===== src/rtl/video_pattern_pkg.sv =====
// Shared pattern IDs and bouncing-box axis state type for the video pattern generator.
package video_pattern_pkg;

  localparam logic [3:0] PAT_OFF    = 4'd0;
  localparam logic [3:0] PAT_RED    = 4'd1;
  localparam logic [3:0] PAT_GREEN  = 4'd2;
  localparam logic [3:0] PAT_BLUE   = 4'd3;
  localparam logic [3:0] PAT_BARS   = 4'd4;
  localparam logic [3:0] PAT_BORDER = 4'd5;
  localparam logic [3:0] PAT_RAMP   = 4'd6;
  localparam logic [3:0] PAT_SCROLL = 4'd7;
  localparam logic [3:0] PAT_BOX    = 4'd8;

  typedef enum logic {
    AXIS_INC = 1'b0,
    AXIS_DEC = 1'b1
  } axis_state_t;

endpackage


===== src/rtl/video_pattern_bounce_axis.sv =====
// One axis of the bouncing box: position ping-pongs between 0 and LIMIT, one step per frame.
module video_pattern_bounce_axis
  import video_pattern_pkg::*;
#(
  parameter int POS_BITS = 10,
  parameter int LIMIT    = 608,
  parameter int STEP     = 2
) (
  input  logic                clk,
  input  logic                rst_n,
  input  logic                advance,
  output logic [POS_BITS-1:0] pos
);

  localparam logic [POS_BITS:0] LIMIT_W = (POS_BITS+1)'(LIMIT);
  localparam logic [POS_BITS:0] STEP_W  = (POS_BITS+1)'(STEP);

  axis_state_t       state;
  logic [POS_BITS:0] pos_ext;

  assign pos_ext = {1'b0, pos};

  // Reaching either end clamps there and turns around, so the box never stalls at an edge.
  always_ff @(posedge clk or negedge rst_n) begin
    if (!rst_n) begin
      pos   <= '0;
      state <= AXIS_INC;
    end else if (advance) begin
      case (state)
        AXIS_INC: begin
          if (pos_ext + STEP_W >= LIMIT_W) begin
            pos   <= LIMIT_W[POS_BITS-1:0];
            state <= AXIS_DEC;
          end else begin
            pos <= pos + STEP_W[POS_BITS-1:0];
          end
        end
        AXIS_DEC: begin
          if (pos_ext <= STEP_W) begin
            pos   <= '0;
            state <= AXIS_INC;
          end else begin
            pos <= pos - STEP_W[POS_BITS-1:0];
          end
        end
        default: state <= AXIS_INC;
      endcase
    end
  end

endmodule


===== src/rtl/video_pattern_gen.sv =====
// Test-pattern generator with one-cycle registered colour output.
// Define VIDEO_PATTERN_GEN_BOX_EN to build the bouncing-box pattern (8); otherwise pattern 8 is black.
module video_pattern_gen
  import video_pattern_pkg::*;
#(
  parameter int COLOR_BITS   = 3,
  parameter int H_VISIBLE    = 640,
  parameter int V_VISIBLE    = 480,
  parameter int POS_BITS     = 10,
  parameter int BORDER_WIDTH = 8,
  parameter int BOX_SIZE     = 32,
  parameter int BOX_STEP     = 2
) (
  input  logic                  i_clk,
  input  logic                  i_rst_n,
  input  logic [3:0]            i_pattern,
  input  logic [POS_BITS-1:0]   i_hpos,
  input  logic [POS_BITS-1:0]   i_vpos,
  input  logic                  i_visible,
  input  logic                  i_frame_strobe,
  input  logic                  i_scroll_en,
  input  logic                  i_scroll_dir,
  output logic [COLOR_BITS-1:0] o_red,
  output logic [COLOR_BITS-1:0] o_grn,
  output logic [COLOR_BITS-1:0] o_blu,
  output logic                  o_visible,
  output logic [3:0]            o_active_pattern
);

  localparam int                    BAR_W  = H_VISIBLE / 8;
  localparam int                    ROW_H  = V_VISIBLE / 8;
  localparam logic [POS_BITS-1:0]   V_LAST = POS_BITS'(V_VISIBLE - 1);
  localparam logic [POS_BITS:0]     V_EXT  = (POS_BITS+1)'(V_VISIBLE);
  localparam logic [COLOR_BITS-1:0] FULL   = '1;

  logic [POS_BITS-1:0]   offset;
  logic [POS_BITS:0]     row_sum;
  logic [POS_BITS:0]     row;
  logic [2:0]            hbar;
  logic [2:0]            vbar;
  logic                  in_border;
  logic [COLOR_BITS-1:0] pix_r, pix_g, pix_b;

  assign hbar    = 3'(i_hpos / POS_BITS'(BAR_W));
  assign row_sum = {1'b0, i_vpos} + {1'b0, offset};
  assign row     = (row_sum >= V_EXT) ? row_sum - V_EXT : row_sum;
  assign vbar    = 3'(row / (POS_BITS+1)'(ROW_H));

  assign in_border = (i_hpos <  POS_BITS'(BORDER_WIDTH)) ||
                     (i_hpos >= POS_BITS'(H_VISIBLE - BORDER_WIDTH)) ||
                     (i_vpos <  POS_BITS'(BORDER_WIDTH)) ||
                     (i_vpos >= POS_BITS'(V_VISIBLE - BORDER_WIDTH));

`ifdef VIDEO_PATTERN_GEN_BOX_EN
  logic [POS_BITS-1:0] box_x;
  logic [POS_BITS-1:0] box_y;
  logic                in_box;

  video_pattern_bounce_axis #(
    .POS_BITS (POS_BITS),
    .LIMIT    (H_VISIBLE - BOX_SIZE),
    .STEP     (BOX_STEP)
  ) u_axis_x (
    .clk     (i_clk),
    .rst_n   (i_rst_n),
    .advance (i_frame_strobe),
    .pos     (box_x)
  );

  video_pattern_bounce_axis #(
    .POS_BITS (POS_BITS),
    .LIMIT    (V_VISIBLE - BOX_SIZE),
    .STEP     (BOX_STEP)
  ) u_axis_y (
    .clk     (i_clk),
    .rst_n   (i_rst_n),
    .advance (i_frame_strobe),
    .pos     (box_y)
  );

  assign in_box = ({1'b0, i_hpos} >= {1'b0, box_x}) &&
                  ({1'b0, i_hpos} <  {1'b0, box_x} + (POS_BITS+1)'(BOX_SIZE)) &&
                  ({1'b0, i_vpos} >= {1'b0, box_y}) &&
                  ({1'b0, i_vpos} <  {1'b0, box_y} + (POS_BITS+1)'(BOX_SIZE));
`endif

  // Pixel colour uses the pattern latched before this edge, so a strobe cycle still shows the old pattern.
  always_comb begin
    pix_r = '0;
    pix_g = '0;
    pix_b = '0;
    case (o_active_pattern)
      PAT_RED:   pix_r = FULL;
      PAT_GREEN: pix_g = FULL;
      PAT_BLUE:  pix_b = FULL;
      PAT_BARS: begin
        pix_r = {COLOR_BITS{~hbar[1]}};
        pix_g = {COLOR_BITS{~hbar[2]}};
        pix_b = {COLOR_BITS{~hbar[0]}};
      end
      PAT_BORDER: begin
        pix_r = {COLOR_BITS{in_border}};
        pix_g = {COLOR_BITS{in_border}};
        pix_b = {COLOR_BITS{in_border}};
      end
      PAT_RAMP: begin
        pix_r = i_hpos[COLOR_BITS+3:4];
        pix_g = i_hpos[COLOR_BITS+3:4];
        pix_b = i_hpos[COLOR_BITS+3:4];
      end
      PAT_SCROLL: begin
        pix_r = {COLOR_BITS{vbar[1]}};
        pix_g = {COLOR_BITS{vbar[2]}};
        pix_b = {COLOR_BITS{vbar[0]}};
      end
`ifdef VIDEO_PATTERN_GEN_BOX_EN
      PAT_BOX: begin
        pix_r = {COLOR_BITS{in_box}};
        pix_g = {COLOR_BITS{in_box}};
        pix_b = {COLOR_BITS{in_box}};
      end
`endif
      default: ;
    endcase
  end

  always_ff @(posedge i_clk or negedge i_rst_n) begin
    if (!i_rst_n) begin
      o_red     <= '0;
      o_grn     <= '0;
      o_blu     <= '0;
      o_visible <= 1'b0;
    end else begin
      o_visible <= i_visible;
      o_red     <= i_visible ? pix_r : '0;
      o_grn     <= i_visible ? pix_g : '0;
      o_blu     <= i_visible ? pix_b : '0;
    end
  end

  // Pattern and scroll offset only change at frame boundaries to avoid mid-frame tearing.
  always_ff @(posedge i_clk or negedge i_rst_n) begin
    if (!i_rst_n) begin
      o_active_pattern <= PAT_OFF;
      offset           <= '0;
    end else if (i_frame_strobe) begin
      o_active_pattern <= i_pattern;
      if (i_scroll_en) begin
        if (!i_scroll_dir) begin
          offset <= (offset == V_LAST) ? '0 : offset + 1'b1;
        end else begin
          offset <= (offset == '0) ? V_LAST : offset - 1'b1;
        end
      end
    end
  end

endmodule


===== config.mk =====
export PLATFORM = sky130hd
export DESIGN_NAME = video_pattern_gen
export DESIGN_NICKNAME = d
export VERILOG_FILES = /design/src/rtl/video_pattern_pkg.sv /design/src/rtl/video_pattern_bounce_axis.sv /design/src/rtl/video_pattern_gen.sv
export SDC_FILE = /design/constraint.sdc
export NUM_CORES = 1
export LEC_CHECK = 0
export CAP_MARGIN = 40
export CORE_AREA = 4 4 88 90
export DETAILED_ROUTE_END_ITERATION = 7
export DIE_AREA = 0 0 92 94
export HOLD_SLACK_MARGIN = 0.02
export PLACE_DENSITY = 0.66
export SLEW_MARGIN = 20
export SYNTH_ARGS = -nofsm -noshare
export SYNTH_HDL_FRONTEND = slang
export SYNTH_SLANG_ARGS = --single-unit

===== constraint.sdc =====
create_clock -name i_clk -period 10.31 [get_ports i_clk]
set_input_delay 1.5465 -clock i_clk [delete_from_list [all_inputs] [get_ports i_clk]]
set_output_delay 1.5465 -clock i_clk [all_outputs]
set_load 0.02 [all_outputs]

## After elaboration in Yosys (flattened, before gate mapping)

Index checks and enable logic that the tools add are counted.

- Bits in registers: 24
- Input port bits: 30

- Add/sub/neg operators: 4
- Div/mod/pow operators: 2
- Order comparisons: 5
- Eq/ne operators: 8
- Multiplexer cells: 10
- Bitwise operators: 3
- Reduce and logical (&&, ||, !) cells: 5

Operator list:

| kind | count |
|---|---|
| $pmux W3 S5 | 3 |
| $mux W10 | 3 |
| $lt A10 B4 Y1 const B | 2 |
| $eq A4 B3 Y1 const B | 4 |
| $add A10 B10 Y11 | 1 |
| $div A11 B6 Y11 const B | 1 |
| $ge A11 B9 Y1 const B | 1 |
| $mux W11 | 1 |
| $sub A11 B9 Y11 const B | 1 |
| $add A10 B1 Y10 const B | 1 |
| $div A10 B7 Y10 const B | 1 |
| $eq A10 B9 Y1 const B | 1 |
| $ge A10 B10 Y1 const B | 1 |
| $ge A10 B9 Y1 const B | 1 |
| $logic_not A10 Y1 | 1 |
| $sub A10 B1 Y10 const B | 1 |
| $mux W3 | 3 |
| $eq A4 B2 Y1 const B | 2 |
| $eq A4 B1 Y1 const B | 1 |
| $logic_or A1 B1 Y1 | 3 |
| $not A1 Y1 | 3 |
| $reduce_and A2 Y1 | 1 |

## Longest topological paths before layout

Gate-level depths: netlist (run 1).

- Word-level depth: 6
- Gate-level depth with buffers: 19

## Worst setup path after synthesis (run 1)

OpenSTA, ideal clock, no wires.

- Kind: input to register
- Start: input i_vpos[0]
- End: register o_blu[0]
- Arrival time: 5.030 ns
- Data required time: 10.234 ns
- Path slack: 5.204 ns
- Cell stages on the path: 18
- Path buffers: 1
- Path through: ha_1 inv_1 fa_1 nand2b_1 a21oi_2 o21a_1 nor2_1 ha_1 buf_2 nor4_1 o32ai_4 nor4_1 a311oi_2 o21ai_2 mux2i_1 nor2_1 a311o_1 o21ai_1

- Longest elaborated chain between the ends: 6

Ends and longest elaborated chain:

| element | line | RTL |
|---|---|---|
| start: declaration | video_pattern_gen.sv:18 | `input logic [POS_BITS-1:0] i_vpos,` |
| $add A10 B10 Y11 | video_pattern_gen.sv:45 | `assign row_sum = {1'b0, i_vpos} + {1'b0, offset};` |
| $sub A11 B9 Y11 / $ge A11 B9 Y1 (equally long branches) | video_pattern_gen.sv:46 | `assign row = (row_sum >= V_EXT) ? row_sum - V_EXT : row_sum;` |
| $mux W11 | video_pattern_gen.sv:46 |  |
| $div A11 B6 Y11 | video_pattern_gen.sv:47 | `assign vbar = 3'(row / (POS_BITS+1)'(ROW_H));` |
| $pmux W3 S5 (*) | video_pattern_gen.sv:92 | `case (o_active_pattern)` |
| $mux W3 (*) | video_pattern_gen.sv:137 | `o_blu <= i_visible ? pix_b : '0;` |
| end signal: assignment | video_pattern_gen.sv:137 |  |
| end: declaration | video_pattern_gen.sv:25 | `output logic [COLOR_BITS-1:0] o_blu,` |

Every way passes the cells marked *; elsewhere a longest branch is shown, timed or not.
A chain may end at the register's enable or synchronous reset.

## Worst setup path after layout (run 1)

- Start: input i_vpos[0]
- End: register o_blu[2]

Same word-level chain as after synthesis.

==> results_dict.tcl, run 1 <==
set metrics [dict create \
    yosys.area.top_type "dfrtp_1" \
    grt-busiest-layer "met2" \
    fin_crit_sh 0.597 \
    setup-violations-final 0 \
    tightest_slew_ps 601 \
    outcome "finished clean" \
    dpl_worst_slack_ps 3960 \
    min_path_cells 1 \
    io_buffers 40 \
    route.vias.total 3230 \
    post_cts_buffers 0 \
    slew_headroom 0.596 \
    final_net_count 480 \
    insertion_delay_ps 270 \
    routedWlPerCell_um 15.1 \
    wl_um 8080 \
    htreeDepth 1 \
    postSynthAreaPerCell_um2 7.57 \
    yosys_warnings 0 \
    yosysUniqueCellTypes 73 \
    period_needed_ps 6150 \
    critPathMaxFanout 11 \
    cp-end-kind "register" \
    globalplace.congestion 0.907 \
    cts-root-buf "clkbuf_8" \
    grt_pass1_wl_um 13600 \
    grt_pass1_vias 2980 \
    rows 31 \
    core_um2 7060 \
    firstDrtPassIters 4 \
    synthFlopType "dfrtp_1" \
    ant_nets 0 \
    route.detailed.drc 0 \
    die_h_um 94 \
    crit_arrival_ps 6300 \
    met1_usage 0.256 \
    synth_async_sr_flop_share 1.00 \
    hp-class "reg2reg" \
    grt_util_met3 0.0216 \
    cp-start-kind "input port" \
    syn-num-nets 451 \
    grt_overflow 0 \
    fin_skew_ps 5.99 \
    n_antenna_cell 0 \
    crit_type "in2reg" \
    hold_buffers 0 \
    hold_viol 0 \
    yosys-top-cells-count "45 x nand2_1, 40 x a21oi_1, 37 x nor2_1, 25 x o21ai_0, 24 x dfrtp_1" \
    antenna_found_initial 0 \
    cts.sinks 24 \
    finalSetupTns_ps 0 \
    gr-usage-all-layers 0.187 \
    synth_edf_count 0 \
    drive_gt1_frac 0.103 \
    rsz0062_at_grt "no" \
    drtIter0Drc 232 \
    area_growth_syn_to_layout_pct 16.9 \
    leakage_nw 1.36 \
    start_util 0.437 \
    cts_tree "done" \
    netlist_area_um2 3080 \
    yosysMostFrequentCell "nand2_1" \
    viasPerCell 6.05 \
    ys_seq_elements 24 \
    cap_violations 0 \
    final_util 0.510 \
    die_area_um2 8650 \
    seq_area_frac_synth 0.195 \
    power_density_nw_per_um2 367 \
    synth.top_cell.area_share 0.195 \
    cts_resized 0 \
    ys_top_cells_by_area "dfrtp_1 19%, a21oi_1 6.5%, nand2_1 5.5%" \
    grt_use_met2 0.308 \
    worst_slack_ps 4160 \
    die_w_um 92 \
    cts.clk_slew.worst_paths_ps 90 \
    cts_buffer_depth 2 \
    dp_hpwl_um 6370 \
    max_freq_ghz 0.163 \
    hold_slack_ps 526 \
    io_pins 44 \
    cts_made_buffers 3 \
    ir_drop_uv 166 \
    required_ps 10460 \
    grt_max_degree 25 \
    slew_violations 0 \
    synthCells 407 \
    reg2reg_depth 18 \
]
registers in the layout, summed over array words and instances, names as in the netlist:
| register | flops |
|---|---|
| offset | 10 |
| o_red | 3 |
| o_blu | 3 |
| o_grn | 3 |
| o_visible | 1 |
| o_active_pattern | 4 |
kinds of logic after synthesis:
logic type / share of synthesized area
AO/OA/AOI/OAI: 0.348
AND/OR/NAND/NOR: 0.291
flip-flops: 0.195
adder cells (fa/ha/maj): 0.0593
XOR/XNOR: 0.0337
buffers and inverters: 0.0378
multiplexers: 0.0353
worst paths after layout:
path / from / to / slack, ps
min in group asynchronous: i_rst_n / o_blu[0] / 1620
min: offset[4] / offset[4] / 530
min reg2reg: offset[4] / offset[4] / 530
max in group asynchronous: i_rst_n / offset[9] / 8440
max reg2reg: offset[0] / o_blu[2] / 5380
max: i_vpos[0] / o_blu[2] / 4160
cell usage in the layout, fill, tap and decap left out, types with 3 or more instances in the layout:
master	netlist	final
nand2_1	45	45
a21oi_1	40	40
clkdlybuf4s50_1	0	40
nor2_1	37	37
o21ai_0	25	25
dfrtp_1	24	24
nand3_1	21	21
nor3_1	14	14
ha_1	13	13
a31oi_1	10	10
inv_1	9	9
nand2b_1	8	8
nor4_1	8	8
nand4_1	7	7
and3_1	7	7
mux2_2	7	7
o211ai_1	6	6
o21a_1	6	6
nor2b_1	5	5
o31ai_1	5	5
and2_1	5	5
o21ai_1	5	5
a21o_1	4	4
a211oi_2	4	4
nand3b_1	4	4
a21oi_2	3	3
a211oi_1	3	3
xor2_1	3	3
a311oi_1	3	3
a22oi_1	3	3
or2_2	3	3
mux2i_1	3	3
clkbuf_8	0	3
through the flow:
stage	power, mW	instance area, µm²	instances
5_1_grt	1.45	3600	534
3_5_place_dp	1.22	3530	530
3_3_place_gp	1.20	3530	530
6_report	1.32	3600	534
4_1_cts	1.31	3600	534
2_1_floorplan	1.01	3080	407
layout make-up:
cell class / instances / area, µm²
Clock buffer: 3 / 41.3
Clock inverter: 1 / 30.0
Fill cell: 696 / 3460
Inverter: 9 / 33.8
Multi-Input combinational cell: 357 / 2360
Sequential cell: 24 / 601
Tap cell: 99 / 124
Timing Repair Buffer: 41 / 408
critical path: stages:
cell	delay, ps
clkdlybuf4s50_1	480
ha_1	180
inv_1	60
fa_1	390
nand2b_1	190
a21oi_2	260
nor3_1	130
nor2_1	290
ha_1	480
inv_1	150
o211ai_1	330
nor3_1	120
nor2_1	320
nor3_1	110
a211oi_2	370
mux2i_1	330
a32oi_1	90
a31oi_1	350
o21ai_1	140
power by group:
part | internal, mW | switching (mW) | total (mW)
logic | 0.393 | 0.691 | 1.08
registers | 0.116 | 0.0387 | 0.154
clock network | 0.0519 | 0.0303 | 0.0822
routing by layer:
layer	up-vias	part of all wire
met5	-	0
met1	1521	0.47
li1	1614	-
met3	13	0.045
met2	82	0.47
met4	0	0.018
(Power assumes the default switching activity.)
==> inputs of run 2 (changes only) <==
clock period = 5.9 ns   (was 10.31 ns; I/O delays follow)
==> run 2 against run 1 <==
Compared with the run above:
- cell area shrank 0.45%
- clock skew is 5.3 ps lower
- register-to-register slack worse by 4300 ps
- via count about the same
- clock power is 36% higher
- worst setup slack lost 3600 ps
- critical path depth unchanged
- die area unchanged
- largest cell class unchanged
==> results_dict.tcl, run 2 (same netlist as run 1, synthesis figures left out) <==
set metrics [dict create \
    required_ps 6050 \
    antenna_found_initial 0 \
    hp-class "reg2reg" \
    ir_drop_uv 233 \
    fin_skew_ps 0.709 \
    hold_viol 0 \
    globalplace.congestion 0.875 \
    n_antenna_cell 0 \
    fin_cells 534 \
    cts.sinks 24 \
    outcome "finished clean" \
    die_w_um 92 \
    grt_pass1_wl_um 13600 \
    largestRegisters "offset: 10 flops, o_active_pattern: 4 flops" \
    grt_overflow 0 \
    min_path_cells 1 \
    htreeDepth 1 \
    die_area_um2 8650 \
    finalPower_mw 2.27 \
    core_um2 7060 \
    wl_um 8040 \
    crit_arrival_ps 5460 \
    cts.clk_slew.worst_paths_ps 80 \
    regMostFlops "offset" \
    setup-violations-final 0 \
    slew_violations 0 \
    dr_wl_met2_um 3800 \
    dp.cells 530 \
    met3RoutedLength_um 481 \
    r2r_slack_ps 1130 \
    period_needed_ps 5320 \
    cts_resized 0 \
    drtIter0Drc 243 \
    grt_pass1_vias 2901 \
    wl_met1_um 3680 \
    timing.rr.end "o_blu[2]" \
    tightest_slew_ps 579 \
    finalSetupTns_ps 0 \
    io_buffers 40 \
    grt_max_degree 25 \
    hold_buffers 0 \
    final_cell_mix "45 x nand2_1, 40 x a21oi_1, 40 x clkdlybuf4s50_1, 37 x nor2_1, 25 x o21ai_0" \
    cts-root-buf "clkbuf_8" \
    worst_slack_ps 584 \
    route.detailed.drc 0 \
    cap_violations 0 \
    final_net_count 480 \
    min_from "offset[4]" \
    cts_buffer_depth 2 \
    area_growth_syn_to_layout_pct 16.4 \
    top_layer_used "met4" \
    rsz0062_at_grt "no" \
    route.vias.total 3228 \
    fin_crit_sh 0.901 \
    dpl_worst_slack_ps 301 \
    power_density_nw_per_um2 632 \
    max_freq_ghz 0.188 \
    ant_nets 0 \
    cp-start-kind "input port" \
    drive_gt1_frac 0.103 \
    io_pins 44 \
    die_h_um 94 \
    start_util 0.437 \
    dp_hpwl_um 6250 \
    timing.rr.start "offset[0]" \
    routedWlPerCell_um 15.1 \
    cts_tree "done" \
    reg2reg_depth 18 \
    post_cts_buffers 0 \
    insertion_delay_ps 270 \
    cp-end-kind "register" \
    gr-usage-all-layers 0.185 \
    largest_reg_flops 10 \
    final_common_cell "nand2_1" \
    rows 31 \
    critPathMaxFanout 11 \
    crit_type "in2reg" \
    cts_made_buffers 3 \
    leakage_nw 1.35 \
    viasPerCell 6.04 \
    slew_headroom 0.611 \
    hold_end "offset[4]" \
    firstDrtPassIters 5 \
]
[run 2: cell types whose count changed in the layout (fill, tap and decap cells not counted), sizes merged]
cell and delta:
bufinv -1, clkbuf +1
[run 2: critical path, cell delays in order]
cell	delay, ps
clkdlybuf4s50_1	470
ha_1	180
inv_1	60
fa_1	390
nand2b_1	190
a21oi_2	240
o21a_1	230
nor2_1	110
ha_1	380
inv_1	150
o211ai_1	170
o21ai_0	420
a22oi_1	180
o2111a_1	280
a211oi_2	230
mux2i_1	320
a32oi_1	90
a31oi_1	350
o21ai_1	120
[run 2: how the worst max path moves through the flow]
| stage | slack (ps) | end | cells past startpoint | startpoint |
|---|---|---|---|---|
| after floorplan | 1460 | o_blu[0] | 18 | i_vpos[0] |
| after global placement | 380 | o_blu[1] | 20 | i_vpos[0] |
| after detailed placement | 300 | o_blu[2] | 19 | i_vpos[0] |
| after CTS | 580 | o_blu[2] | 19 | i_vpos[0] |
| after global routing | 20 | o_blu[1] | 19 | i_vpos[0] |
| final | 580 | o_blu[2] | 19 | i_vpos[0] |
[run 2: layout make-up]
cell class	instances	area (µm²)
multi-input cells	357	2360
well taps	99	124
fillers	692	3470
clock buffers	4	55.1
inverters	9	33.8
repair buffers	41	408
flip-flops and latches	24	601
[run 2: layer usage]
layer,GRT usage,vias up
li1,-,1618
met1,0.251,1488
met2,0.318,116
met3,0.0200,6
met4,0.0384,0
met5,0,-
[run 2: where the power goes]
part	leakage, nW	switching [mW]	internal [mW]	total (mW)
combinational	1.02	1.20	0.686	1.88
clock	0.0288	0.0526	0.0596	0.112
sequential	0.307	0.0666	0.202	0.269
[run 2: per-stage QoR]
step	area (µm²)	hold WS (ps)	utilization
detailed placement	3530	515	0.500
finish	3590	523	0.508
floorplan	3080	482	-
global route	3590	569	0.508
CTS	3590	529	0.508
global placement	3530	505	0.500
==> inputs of run 3 (changes only) <==
CAP_MARGIN = not set   (was 40)
==> results of run 3 <==
The final DEF is identical to that of run 2; final timing and power are the same.
==> patch: new RTL, config.mk and constraints of run 2 <==
Remove the register `o_red`: a continuous assignment takes its place, so the output `o_red` follows one clock earlier.
--- a/src/rtl/video_pattern_gen.sv
+++ b/src/rtl/video_pattern_gen.sv
@@ -126,17 +126,17 @@
 
   always_ff @(posedge i_clk or negedge i_rst_n) begin
     if (!i_rst_n) begin
-      o_red     <= '0;
       o_grn     <= '0;
       o_blu     <= '0;
       o_visible <= 1'b0;
     end else begin
       o_visible <= i_visible;
-      o_red     <= i_visible ? pix_r : '0;
       o_grn     <= i_visible ? pix_g : '0;
       o_blu     <= i_visible ? pix_b : '0;
     end
   end
+
+  assign o_red = i_visible ? pix_r : '0;
 
   // Pattern and scroll offset only change at frame boundaries to avoid mid-frame tearing.
   always_ff @(posedge i_clk or negedge i_rst_n) begin
Function: changed (a bounded check fails within 4 cycles, from zero or initial values and one cycle with i_rst_n low).
==> patch against run 2 <==
Area after synthesis down 1.6%. Wire length up 13%. Design area up 18%. Highest routed layer unchanged. Sequential share of layout area down 4.3 points. Non-clock buffer count up 73. Total power up 1.9%. Worst setup slack worse by 0.39 ns. Largest cell class unchanged. Sequential power down 15%. Sequential cell count down 3. First-iteration DRC count down 40%. Die area unchanged. Clock power down 17%.
==> patch: results (changes against run 2) <==
INFO  metric drive_above_1_share = 25.0% (+15 points)
INFO  metric grt_use_total = 20.5% (+2.0 points)
INFO  metric synth_area_per_cell = 7.53 µm² (-0.61%)
INFO  metric grt_first_pass_wirelength = 15000 µm (+11%)
INFO  metric worst_r2r_path_depth = 20 (+2)
INFO  metric drt-wirelength-per-cell = 15.0 µm (-0.13%)
INFO  metric nets_in_the_synthesized_netlist = 447 (-0.89%)
INFO  metric grt.met2_usage = 35.7% (+3.9 points)
INFO  metric power.ir.vdd_worst = 0.215 mV (-7.5%)
INFO  metric vias = 3476 (+7.7%)
INFO  metric period_share = 96.7% (+6.6 points)
INFO  metric synth_sequential_area_ratio = 17.3% (-2.2 points)
INFO  metric regToRegSetupSlack = 1.63 ns (+0.50 ns)
INFO  metric m1_gr_usage = 27.9% (+2.8 points)
INFO  metric placed_cells_incl_taps = 594 (+12%)
INFO  metric clock_latency = 0.25 ns (-0.02 ns)
INFO  metric status = completed
INFO  metric dpl.hpwl = 7210 µm (+15%)
INFO  metric total_leakage_power = 1.71 nW (+26%)
INFO  metric worst_pin_slew = 0.615 ns (+0.0359 ns)
INFO  metric placement.cell_area = 0.00402 mm² (+14%)
INFO  metric ys_top_cells_by_area = sky130_fd_sc_hd__dfrtp_1, sky130_fd_sc_hd__a21oi_1, sky130_fd_sc_hd__ha_1
INFO  metric layout.filler_cells = 652 (-5.8%)
INFO  metric avgViaCountPerCell = 5.77 (-4.5%)
INFO  metric place_congestion = 0.904 (+3.3%)
[patch: cell types whose count changed after synthesis, moves of 4 or more]
cell                       delta
sky130_fd_sc_hd__o221ai_1     +5
sky130_fd_sc_hd__clkbuf_1     +5
sky130_fd_sc_hd__xnor2_1     +12
sky130_fd_sc_hd__nor2_1      -16
sky130_fd_sc_hd__nand3b_1     -4
sky130_fd_sc_hd__a211o_1      +5
sky130_fd_sc_hd__a21o_1       +4
sky130_fd_sc_hd__nor4_1       -5
[patch: cells by family after synthesis]
| kind of cell | count (synthesis) | synth area share (%) |
|---|---|---|
| XOR/XNOR | 19 | 5.73 |
| buffers and inverters | 31 | 4.08 |
| flip-flops | 21 | 17.3 |
| multiplexers | 9 | 3.34 |
| adder cells (fa/ha/maj) | 14 | 6.02 |
| AND/OR/NAND/NOR | 154 | 26.5 |
| AO/OA/AOI/OAI | 155 | 37.0 |
[patch: repair_timing]
| action | in CTS | in global routing |
|---|---|---|
| gates resized for setup | 26 | 16 |
| pin swaps | 6 | 12 |
| endpoints found under the setup margin | 3 | 3 |
| buffers inserted | 0 | 4 |
| hold buffers | 0 | 0 |
[patch: layout make-up]
type | count | area (µm²) | area share (%)
inverter | 13 | 48.8 | 1.15
clock buffer | 4 | 45.0 | 1.07
tap | 99 | 124 | 2.93
multi-input combinational | 351 | 2510 | 59.5
timing repair buffer | 114 | 970 | 22.9
sequential | 21 | 526 | 12.4
[patch: worst max-delay path, delay by kind of cell]
| kind | cells | cell delay [ns] |
|---|---|---|
| adder cells (fa/ha/maj) | 1 | 0.40 |
| AO/OA/AOI/OAI | 9 | 2.20 |
| XOR/XNOR | 1 | 0.10 |
| buffers and inverters | 4 | 0.97 |
| AND/OR/NAND/NOR | 2 | 0.25 |
[patch: how the worst min path moves through the flow]
| stage | startpoint | end | slack (ns) | cells after the start |
|---|---|---|---|---|
| 6_report | offset[4]$_DFFE_PN0P_ | offset[4]$_DFFE_PN0P_ | 0.58 | 1 |
| 5_1_grt | offset[4]$_DFFE_PN0P_ | offset[4]$_DFFE_PN0P_ | 0.59 | 1 |
| 4_1_cts | offset[4]$_DFFE_PN0P_ | offset[4]$_DFFE_PN0P_ | 0.58 | 1 |
| 3_5_place_dp | offset[4]$_DFFE_PN0P_ | offset[4]$_DFFE_PN0P_ | 0.57 | 1 |
| 3_3_place_gp | offset[4]$_DFFE_PN0P_ | offset[4]$_DFFE_PN0P_ | 0.57 | 1 |
| 2_1_floorplan | offset[4]$_DFFE_PN0P_ | offset[4]$_DFFE_PN0P_ | 0.50 | 1 |
[patch: power groups by stage]
stage,Sequential [mW],Clock (mW),Combinational [mW]
detailed placement,0.229,0,1.80
floorplan,0.214,0,1.14
global placement,0.228,0,1.78
global route,0.234,0.101,2.15
CTS,0.228,0.0979,1.83
finish,0.229,0.0932,1.99
